--- src/rtl/matrix_elem_sender.sv ---
// matrix_elem_sender: converts one signed matrix element, matrix ID or bare
// line break into ASCII bytes and hands them to the UART TX one at a time.
module matrix_elem_sender #(
  parameter int unsigned DATA_W     = 32,
  parameter int unsigned MAX_DIGITS = 10
) (
  input  logic              clk,
  input  logic              rst_n,
  input  logic              start,
  input  logic [DATA_W-1:0] data,
  input  logic              is_last_col,
  input  logic              newline_only,
  input  logic              is_id,
  output logic              ready,
  output logic              done,
  output logic [7:0]        tx_data,
  output logic              tx_start,
  input  logic              tx_done
);

  localparam int unsigned BUF_D  = MAX_DIGITS + 4;
  localparam int unsigned IDX_W  = $clog2(BUF_D + 1);
  localparam int unsigned PIDX_W = (MAX_DIGITS > 1) ? $clog2(MAX_DIGITS) : 1;
  localparam int unsigned POW_W  = 64;

  localparam logic [7:0] CH_HASH  = 8'h23;
  localparam logic [7:0] CH_MINUS = 8'h2D;
  localparam logic [7:0] CH_ZERO  = 8'h30;
  localparam logic [7:0] CH_CR    = 8'h0D;
  localparam logic [7:0] CH_LF    = 8'h0A;
  localparam logic [7:0] CH_SPACE = 8'h20;

  typedef enum logic [2:0] {
    S_IDLE, S_LOAD, S_CONV, S_SEP, S_EMIT, S_WAIT_TX, S_DONE
  } state_t;

  state_t r_state;
  state_t w_next;

  logic [DATA_W-1:0] r_data;
  logic              r_last_col;
  logic              r_nl;
  logic              r_id;
  logic [DATA_W-1:0] r_mag;
  logic [PIDX_W-1:0] r_pow_idx;
  logic [3:0]        r_count;
  logic              r_started;
  logic [7:0]        r_buf [BUF_D];
  logic [IDX_W-1:0]  r_len;
  logic [IDX_W-1:0]  r_idx;

  logic              r_ready;
  logic              r_done;
  logic              r_tx_start;
  logic [7:0]        r_tx_data;

  logic              w_ready_nxt;
  logic              w_done_nxt;
  logic              w_tx_start_nxt;
  logic [7:0]        w_tx_data_nxt;

  logic [POW_W-1:0]  w_pow;
  logic              w_ge;
  logic [3:0]        w_count_inc;
  logic              w_digit_done;
  logic [3:0]        w_digit;
  logic              w_last_digit;
  logic              w_emit_digit;
  logic              w_idx_last;
  logic              w_neg;

  // 10^k for the current digit position
  function automatic logic [POW_W-1:0] pow10(input logic [PIDX_W-1:0] k);
    logic [POW_W-1:0] p;
    p = POW_W'(1);
    for (int unsigned i = 0; i < MAX_DIGITS; i++) begin
      if (i < 32'(k)) p = p * POW_W'(10);
    end
    return p;
  endfunction

  // Digit conversion helpers; a count of 9 finishes a digit without another compare
  always_comb begin
    w_pow        = pow10(r_pow_idx);
    w_ge         = (POW_W'(r_mag) >= w_pow);
    w_count_inc  = 4'(r_count + 4'd1);
    w_digit_done = !w_ge || (r_count == 4'd8);
    w_digit      = w_ge ? w_count_inc : r_count;
    w_last_digit = (r_pow_idx == '0);
    w_emit_digit = w_digit_done && ((w_digit != 4'd0) || r_started || w_last_digit);
    w_idx_last   = (r_idx == IDX_W'(r_len - IDX_W'(1)));
    w_neg        = r_data[DATA_W-1];
  end

  // State register
  always_ff @(posedge clk or negedge rst_n) begin
    if (!rst_n) r_state <= S_IDLE;
    else        r_state <= w_next;
  end

  // Next-state logic
  always_comb begin
    w_next = r_state;
    case (r_state)
      S_IDLE:    if (start) w_next = S_LOAD;
      S_LOAD:    w_next = r_nl ? S_SEP : S_CONV;
      S_CONV:    if (w_digit_done && w_last_digit) w_next = S_SEP;
      S_SEP:     w_next = S_EMIT;
      S_EMIT:    w_next = S_WAIT_TX;
      S_WAIT_TX: if (tx_done) w_next = w_idx_last ? S_DONE : S_EMIT;
      S_DONE:    w_next = S_IDLE;
      default:   w_next = S_IDLE;
    endcase
  end

  // Output decode from the next state; byte 0 is still being written when leaving SEP
  always_comb begin
    w_ready_nxt    = (w_next == S_IDLE);
    w_done_nxt     = (w_next == S_DONE);
    w_tx_start_nxt = (w_next == S_EMIT);
    w_tx_data_nxt  = r_tx_data;
    if (w_next == S_EMIT) begin
      if (r_state == S_SEP) w_tx_data_nxt = (r_len == '0) ? CH_CR : r_buf[0];
      else                  w_tx_data_nxt = r_buf[IDX_W'(r_idx + IDX_W'(1))];
    end
  end

  // Output registers
  always_ff @(posedge clk or negedge rst_n) begin
    if (!rst_n) begin
      r_ready    <= 1'b1;
      r_done     <= 1'b0;
      r_tx_start <= 1'b0;
      r_tx_data  <= 8'h00;
    end else begin
      r_ready    <= w_ready_nxt;
      r_done     <= w_done_nxt;
      r_tx_start <= w_tx_start_nxt;
      r_tx_data  <= w_tx_data_nxt;
    end
  end

  // Request latch, magnitude reduction and byte buffer
  always_ff @(posedge clk or negedge rst_n) begin
    if (!rst_n) begin
      r_data     <= '0;
      r_last_col <= 1'b0;
      r_nl       <= 1'b0;
      r_id       <= 1'b0;
      r_mag      <= '0;
      r_pow_idx  <= '0;
      r_count    <= '0;
      r_started  <= 1'b0;
      r_len      <= '0;
      r_idx      <= '0;
      for (int i = 0; i < int'(BUF_D); i++) r_buf[i] <= 8'h00;
    end else begin
      case (r_state)
        S_IDLE: begin
          if (start) begin
            r_data     <= data;
            r_last_col <= is_last_col;
            r_nl       <= newline_only;
            r_id       <= is_id;
          end
        end
        S_LOAD: begin
          r_pow_idx <= PIDX_W'(MAX_DIGITS - 1);
          r_count   <= '0;
          r_started <= 1'b0;
          r_mag     <= w_neg ? DATA_W'(~r_data + DATA_W'(1)) : r_data;
          if (r_id && !r_nl) begin
            r_buf[0] <= CH_HASH;
            if (w_neg && !r_nl) begin
              r_buf[1] <= CH_MINUS;
              r_len    <= IDX_W'(2);
            end else begin
              r_len    <= IDX_W'(1);
            end
          end else if (w_neg && !r_nl) begin
            r_buf[0] <= CH_MINUS;
            r_len    <= IDX_W'(1);
          end else begin
            r_len    <= '0;
          end
        end
        S_CONV: begin
          if (w_ge) begin
            r_mag   <= DATA_W'(POW_W'(r_mag) - w_pow);
            r_count <= w_count_inc;
          end
          if (w_digit_done) begin
            r_count <= '0;
            if (w_emit_digit) begin
              r_buf[r_len] <= 8'(CH_ZERO + 8'(w_digit));
              r_len        <= IDX_W'(r_len + IDX_W'(1));
              r_started    <= 1'b1;
            end
            if (!w_last_digit) r_pow_idx <= PIDX_W'(r_pow_idx - PIDX_W'(1));
          end
        end
        S_SEP: begin
          r_idx <= '0;
          if (r_last_col || r_nl) begin
            r_buf[r_len]                     <= CH_CR;
            r_buf[IDX_W'(r_len + IDX_W'(1))] <= CH_LF;
            r_len                            <= IDX_W'(r_len + IDX_W'(2));
          end else begin
            r_buf[r_len] <= CH_SPACE;
            r_len        <= IDX_W'(r_len + IDX_W'(1));
          end
        end
        S_WAIT_TX: begin
          if (tx_done && !w_idx_last) r_idx <= IDX_W'(r_idx + IDX_W'(1));
        end
        default: ;
      endcase
    end
  end

  assign ready    = r_ready;
  assign done     = r_done;
  assign tx_start = r_tx_start;
  assign tx_data  = r_tx_data;

endmodule

--- config.mk ---
export PLATFORM = sky130hd
export DESIGN_NAME = matrix_elem_sender
export DESIGN_NICKNAME = d
export VERILOG_FILES = /design/src/rtl/matrix_elem_sender.sv
export SDC_FILE = /design/constraint.sdc
export NUM_CORES = 1
export LEC_CHECK = 0
export BUFFER_PORTS_ARGS = -buffer_cell sky130_fd_sc_hd__buf_2
export CAP_MARGIN = 20
export CORE_UTILIZATION = 55
export CTS_BUF_LIST = sky130_fd_sc_hd__clkbuf_2
export DETAILED_ROUTE_END_ITERATION = 7
export PLACE_DENSITY = 0.76
export SETUP_SLACK_MARGIN = 0.02
export SLEW_MARGIN = 20
export SYNTH_ARGS = -nofsm -noshare
export SYNTH_HDL_FRONTEND = slang
export SYNTH_SLANG_ARGS = --single-unit
--- constraint.sdc ---
create_clock -name clk -period 29.5 [get_ports clk]
set_clock_uncertainty 0.1 [all_clocks]
set_input_delay 2.95 -clock clk [delete_from_list [all_inputs] [get_ports clk]]
set_output_delay 2.95 -clock clk [all_outputs]
set_load 0.02 [all_outputs]
== Yosys cells after proc, flatten, opt, wreduce, memory -nomap -nowiden ==
Cells that the tools add are included.

* Add/subtract/negate cells: 9
* $mul: 9
* $lt $le $gt $ge: 16
* Equality and inequality tests: 17
* Mux-type cells: 55
* Bitwise gates (word level): 13
* Reductions and logical operators: 32

{| class="wikitable"
|+ Operators by type and width
! kind !! count
|-
| $mul A64 B3 Y63 const B || 9
|-
| $mux W64 || 9
|-
| $mux W112 || 3
|-
| $pmux W96 S2 || 1
|-
| $bwmux W112 || 1
|-
| $and A98 B98 Y98 || 1
|-
| $not A98 Y98 || 1
|-
| $and A84 B84 Y84 || 1
|-
| $not A84 Y84 || 1
|-
| $mux W8 || 9
|-
| $and A70 B70 Y70 || 1
|-
| $not A70 Y70 || 1
|-
| $demux W8 S4 || 2
|-
| $ge A32 B64 Y1 || 1
|-
| $mux W32 || 2
|-
| $pmux W32 S2 || 1
|-
| $pmux W16 S3 || 1
|-
| $or A42 B42 Y42 || 1
|-
| $mux W4 || 10
|-
| $add A32 B1 Y32 const B || 1
|-
| $bmux W8 S4 || 1
|-
| $not A32 Y32 || 1
|-
| $sub A32 B32 Y32 || 1
|-
| $or A28 B28 Y28 || 1
|-
| 38 further kinds || 90
|}

* Register bits after elaboration: 210
* Output and inout port bits: 11
* Word-level logic and storage cells: 180

== Longest topological paths before layout ==
* Depth after elaboration: 29
* Depth in mapped cells: 95

== Worst setup path after synthesis ==
OpenSTA, ideal clock, no wires.

* Path type: reg2reg
* Start: reg r_pow_idx[3]
* End: reg r_buf[0] in the netlist's numbering
* Setup time: 0.123 ns
* Data arrival time: 17.068 ns
* Slack: 12.209 ns
* Stages on the path, launching flop included: 84
* Cells stage by stage: dfrtp_1 -> clkbuf_1 -> or2_2 -> clkbuf_1 -> clkbuf_1 -> nor2_1 -> inv_1 -> ha_1 -> mux2i_1 -> inv_1 -> ha_1 -> ha_1 -> inv_1 -> fa_1 -> o21ai_0 -> ha_1 -> ha_1 -> a21oi_1 -> [48 not listed] -> or3b_2 -> o21ai_1 -> xor2_1 -> nand2_1 -> o211ai_1 -> ha_1 -> nand4_1 -> nor4b_1 -> nand4_1 -> nand4_1 -> a21oi_1 -> a31oi_1 -> a41o_1 -> o211ai_4 -> mux2_4 -> or3_1 -> buf_2 -> o221a_1

* Word-level cells in the longest chain between the ends: 28
* Elaborated cells on any way between the ends: 46

{| class="wikitable"
|+ Ends and longest elaborated chain
! item !! RTL line !! RTL
|-
| start: declaration || 45 || <nowiki>logic [PIDX_W-1:0] r_pow_idx;</nowiki>
|-
| start signal: assignment || 168 || <nowiki>r_pow_idx <= PIDX_W'(MAX_DIGITS - 1);</nowiki>
|-
| start signal: assignment || 199 || <nowiki>if (!w_last_digit) r_pow_idx <= PIDX_W'(r_pow_idx - PIDX_W'(1));</nowiki>
|-
| branches (longest 28 deep; another with $mul A64 B3 Y63) || -- ||
|-
| end signal: indexed assignment || 195 || <nowiki>r_buf[r_len] <= 8'(CH_ZERO + 8'(w_digit));</nowiki>
|-
| end: declaration || 48 || <nowiki>logic [7:0] r_buf [BUF_D];</nowiki>
|}

Parallel ways; which one is timed is not known. The select of a mux whose other input is x is not followed.
A chain may end at the register's enable or synchronous reset.

== Worst setup path after layout ==
* Start: reg r_pow_idx[3]
* End: reg r_buf[18] in the netlist's numbering

Same word-level chain as after synthesis.

==> PnR_summary.wiki <==
{| class="wikitable"
! Metric !! Value
|-
| Global route total overflow || 0
|-
| CTS tree || done
|-
| Cell depth of the worst min-delay path || 1
|-
| Number of nets in the finished design || 3,247
|-
| Sequential cell area fraction in the yosys report || 22.21%
|-
| Worst Hold Launch || r_buf[103]$_DFFE_PN0P_
|-
| Layout cell share with drive strength beyond 1 || 10.59%
|-
| CP dominant cell by count || sky130_fd_sc_hd__ha_1
|-
| Count of warnings emitted by yosys || 0
|-
| Initial core utilization || 56.03%
|-
| Gr usage total || 30.32%
|-
| Share of synthesized registers carrying an async set or reset || 100.0%
|-
| Xor-xnor portion of the synthesized cell area || 6.959%
|-
| Setup fix buffers added after clock tree synthesis || 0
|-
| Maximum clock rate || 48.73 MHz
|-
| Simple-gate share of the synthesized area || 16.84%
|-
| Final critical-path required period || 20.52 ns
|-
| Worst flop-to-flop path endpoint || r_buf[18]$_DFFE_PN0P_
|-
| Drt pass-1 iters || 7
|-
| Final HPWL from detailed placement || 51,600 um
|-
| Worst r2r path cells || 81
|-
| Synth Net Count || 3,240
|-
| Unrepaired setup endpoints after global routing || false
|-
| Final hold viol count || 0
|-
| WHS Endpoint || r_buf[103]$_DFFE_PN0P_
|-
| Area contributors post-synth || sky130_fd_sc_hd__dfrtp_1 (22%), sky130_fd_sc_hd__ha_1 (18%), sky130_fd_sc_hd__a21oi_1 (5.6%), sky130_fd_sc_hd__o21ai_0 (4.3%), sky130_fd_sc_hd__nand2_1 (4.3%)
|-
| Clock-pin slew on the worst setup and hold paths || 0.11 ns
|-
| Data required time of the critical path || 30.26 ns
|-
| CP startpoint kind || flop
|-
| Aggregate routed wire length || 67,410 um
|-
| Reg2reg setup slack || 8.98 ns
|-
| First DRT Iteration DRCs || 1,838
|-
| Count of buffers inserted at the top-level ports || 49
|-
| Data arrival time of the critical path || 21.28 ns
|-
| Most area-hungry cell type in the Yosys netlist || sky130_fd_sc_hd__dfrtp_1
|-
| Final Max Slew Viols || 0
|-
| Adder and majority gate portion of the synthesized area || 18.90%
|-
| Compound-cell area share of the yosys netlist || 23.86%
|-
| Core region area || 0.04223 sq mm
|-
| Buffers from clock root to sink, at most || 3
|-
| Layout area overhead || 4.759%
|-
| Number of buffers created by CTS || 52
|-
| Worst path slowest cell || sky130_fd_sc_hd__nor2_1
|-
| Reg-to-reg critical path startpoint || r_pow_idx[3]$_DFFE_PN0P_
|-
| Critical path endpoint category || flop
|-
| I/O Pins || 50
|-
| Count of maximum capacitance violations || 0
|-
| Remaining antenna violation count after routing || 0
|-
| Critical Path Start || r_pow_idx[3]$_DFFE_PN0P_
|-
| Unique cell type count in the Yosys netlist || 93
|-
| Largest stage delay on the critical path || 0.89 ns
|-
| Number of global-route vias before repair || 21,581
|-
| Worst max-slew margin expressed relative to the limit || 20.19%
|-
| Sinks on the clock net || 210
|-
| Largest net degree at the start of global routing || 130
|-
| Outcome || finished, final reports clean
|-
| CTS Root Buffer Type || sky130_fd_sc_hd__clkbuf_2
|-
| Hold crit path type || reg2reg
|-
| Setup Total Neg Slack || 0 ns
|-
| Post-CTS Hold Fix Bufs || 0
|-
| Post-Synthesis Cell Area || 0.02366 sq mm
|-
| PostCTS Resize Cnt || 0
|-
| Main combinational cell family by area after synthesis || compound AO/OA/AOI/OAI gates
|-
| Kind of critical path || reg2reg
|-
| Initial antenna violation count || 2
|-
| Number of flops mapped to enable cells by yosys || 0
|-
| Die area || 0.04385 sq mm
|-
| Most common library cell in the layout ignoring fill and taps || sky130_fd_sc_hd__ha_1
|-
| Avg Synthesized Cell Area || 8.305 sq um
|-
| Number of synthesized register bits || 210
|-
| Endpoints failing setup || 0
|-
| Most used cells in the layout excluding fill and tap cells || sky130_fd_sc_hd__ha_1 (343), sky130_fd_sc_hd__nand2_1 (273), sky130_fd_sc_hd__a21oi_1 (267)
|-
| DR vias || 21,931
|-
| Wire length per cell after detailed routing || 19.65 um
|-
| Main flop type after synthesis || sky130_fd_sc_hd__dfrtp_1
|-
| Critical path fanouts, max || 77
|-
| Die X || 209.4 um
|-
| Tightest Pin Transition || 1.193 ns
|-
| Worst-skew pair later-pin latency || 0.95 ns
|-
| Number of fill cells || 3,787
|-
| Mux cell area share after synthesis || 7.461%
|-
| Number of rows in the core area || 75
|-
| Post-route clock period utilization || 69.57%
|-
| H-tree depth reported by CTS || 2
|-
| Number of instances in the synthesized netlist || 2,849
|-
| Drc violations || 0
|-
| Die H || 209.4 um
|-
| Fraction of post-synthesis cell area in the top cell type by area || 22.10%
|-
| Via count normalized by instance count || 6.394
|-
| Wire length of the first global-routing pass || 109,000 um
|-
| Routability Congestion || 0.9746
|}
critical path, delay by kind of cell, from the launching register on:
family	cells	cell delay (ns)
flops	1	0.40
xor+xnor	6	0.66
compound gates	29	6.54
fa+ha+maj	17	5.68
mux	4	1.33
simple gates	21	4.90
buf+inv	4	0.78
worst max path at each step:
stage                                 end  depth (start not counted)
floorplan            r_buf[0]$_DFFE_PN0P_                         83
global placement    r_buf[18]$_DFFE_PN0P_                         81
detailed placement  r_buf[18]$_DFFE_PN0P_                         81
CTS                 r_buf[18]$_DFFE_PN0P_                         81
global route        r_buf[18]$_DFFE_PN0P_                         81
finish              r_buf[18]$_DFFE_PN0P_                         81
synthesized netlist by cell type, types with 25 or more instances:
master / number
sky130_fd_sc_hd__nand2b_1: 29
sky130_fd_sc_hd__mux2i_1: 32
sky130_fd_sc_hd__nand2_1: 273
sky130_fd_sc_hd__dfrtp_1: 209
sky130_fd_sc_hd__nand3_1: 32
sky130_fd_sc_hd__o21a_1: 40
sky130_fd_sc_hd__clkbuf_1: 90
sky130_fd_sc_hd__and3_1: 35
sky130_fd_sc_hd__nor3_1: 49
sky130_fd_sc_hd__mux2_2: 79
sky130_fd_sc_hd__nor2_1: 267
sky130_fd_sc_hd__a21o_1: 73
sky130_fd_sc_hd__inv_1: 113
sky130_fd_sc_hd__xnor2_1: 117
sky130_fd_sc_hd__a31oi_1: 25
sky130_fd_sc_hd__and2_1: 39
sky130_fd_sc_hd__o21bai_1: 32
sky130_fd_sc_hd__a21oi_1: 267
sky130_fd_sc_hd__xor2_1: 71
sky130_fd_sc_hd__o21ai_0: 205
sky130_fd_sc_hd__a211oi_1: 39
sky130_fd_sc_hd__nor2b_1: 28
sky130_fd_sc_hd__ha_1: 343
through the flow:
stage,cells,utilization [%],setup slack (ns),hold slack [ns],area (sq um)
detailed placement,3341,57.53,9.332,0.3761,24300
CTS,3428,58.66,9.252,0.4015,24770
finish,3430,58.70,8.977,0.4001,24790
global route,3429,58.69,7.303,0.4114,24790
global placement,3341,57.53,10.10,0.3586,24300
floorplan,2849,-,12.21,0.3436,23660
area by class of cell:
class | instances | area (sq um) | share of cell area, %
multi-input cells | 2411 | 17550 | 70.82
clock inverters | 24 | 158.9 | 0.6411
flip-flops and latches | 210 | 5258 | 21.21
inverters | 114 | 427.9 | 1.726
clock buffers | 63 | 315.3 | 1.272
well taps | 539 | 674.4 | 2.721
repair buffers | 67 | 394.1 | 1.590
diodes | 2 | 5.005 | 0.02019
logic make-up after synthesis:
family,after synthesis
AO/OA/AOI/OAI,879
XOR/XNOR,188
buffers and inverters,228
flip-flops,210
adder cells (fa/ha/maj),352
multiplexers,136
AND/OR/NAND/NOR,856
flip-flops by register name, summed over array words and instances (netlist names):
register and cells:
r_len 4, r_idx 4, r_id 1, r_last_col 1
r_state 3, r_pow_idx 4, r_count 4, done 1
r_buf 112, r_data 32, tx_start 1, ready 1
r_started 1, r_nl 1, tx_data 8, r_mag 32
routing by layer:
metal  track usage (%)  up-vias  routed length, um
met3             4.564      183               4404
met5                 0        -                  0
met1             37.45    10395              27980
li1                  -    10470                  -
met2             51.99      883              32140
met4             14.10        0               2895
Power is left out: the tool's default activity adds up to more than one toggle a clock period on the data nets, which glitch-free logic cannot reach.
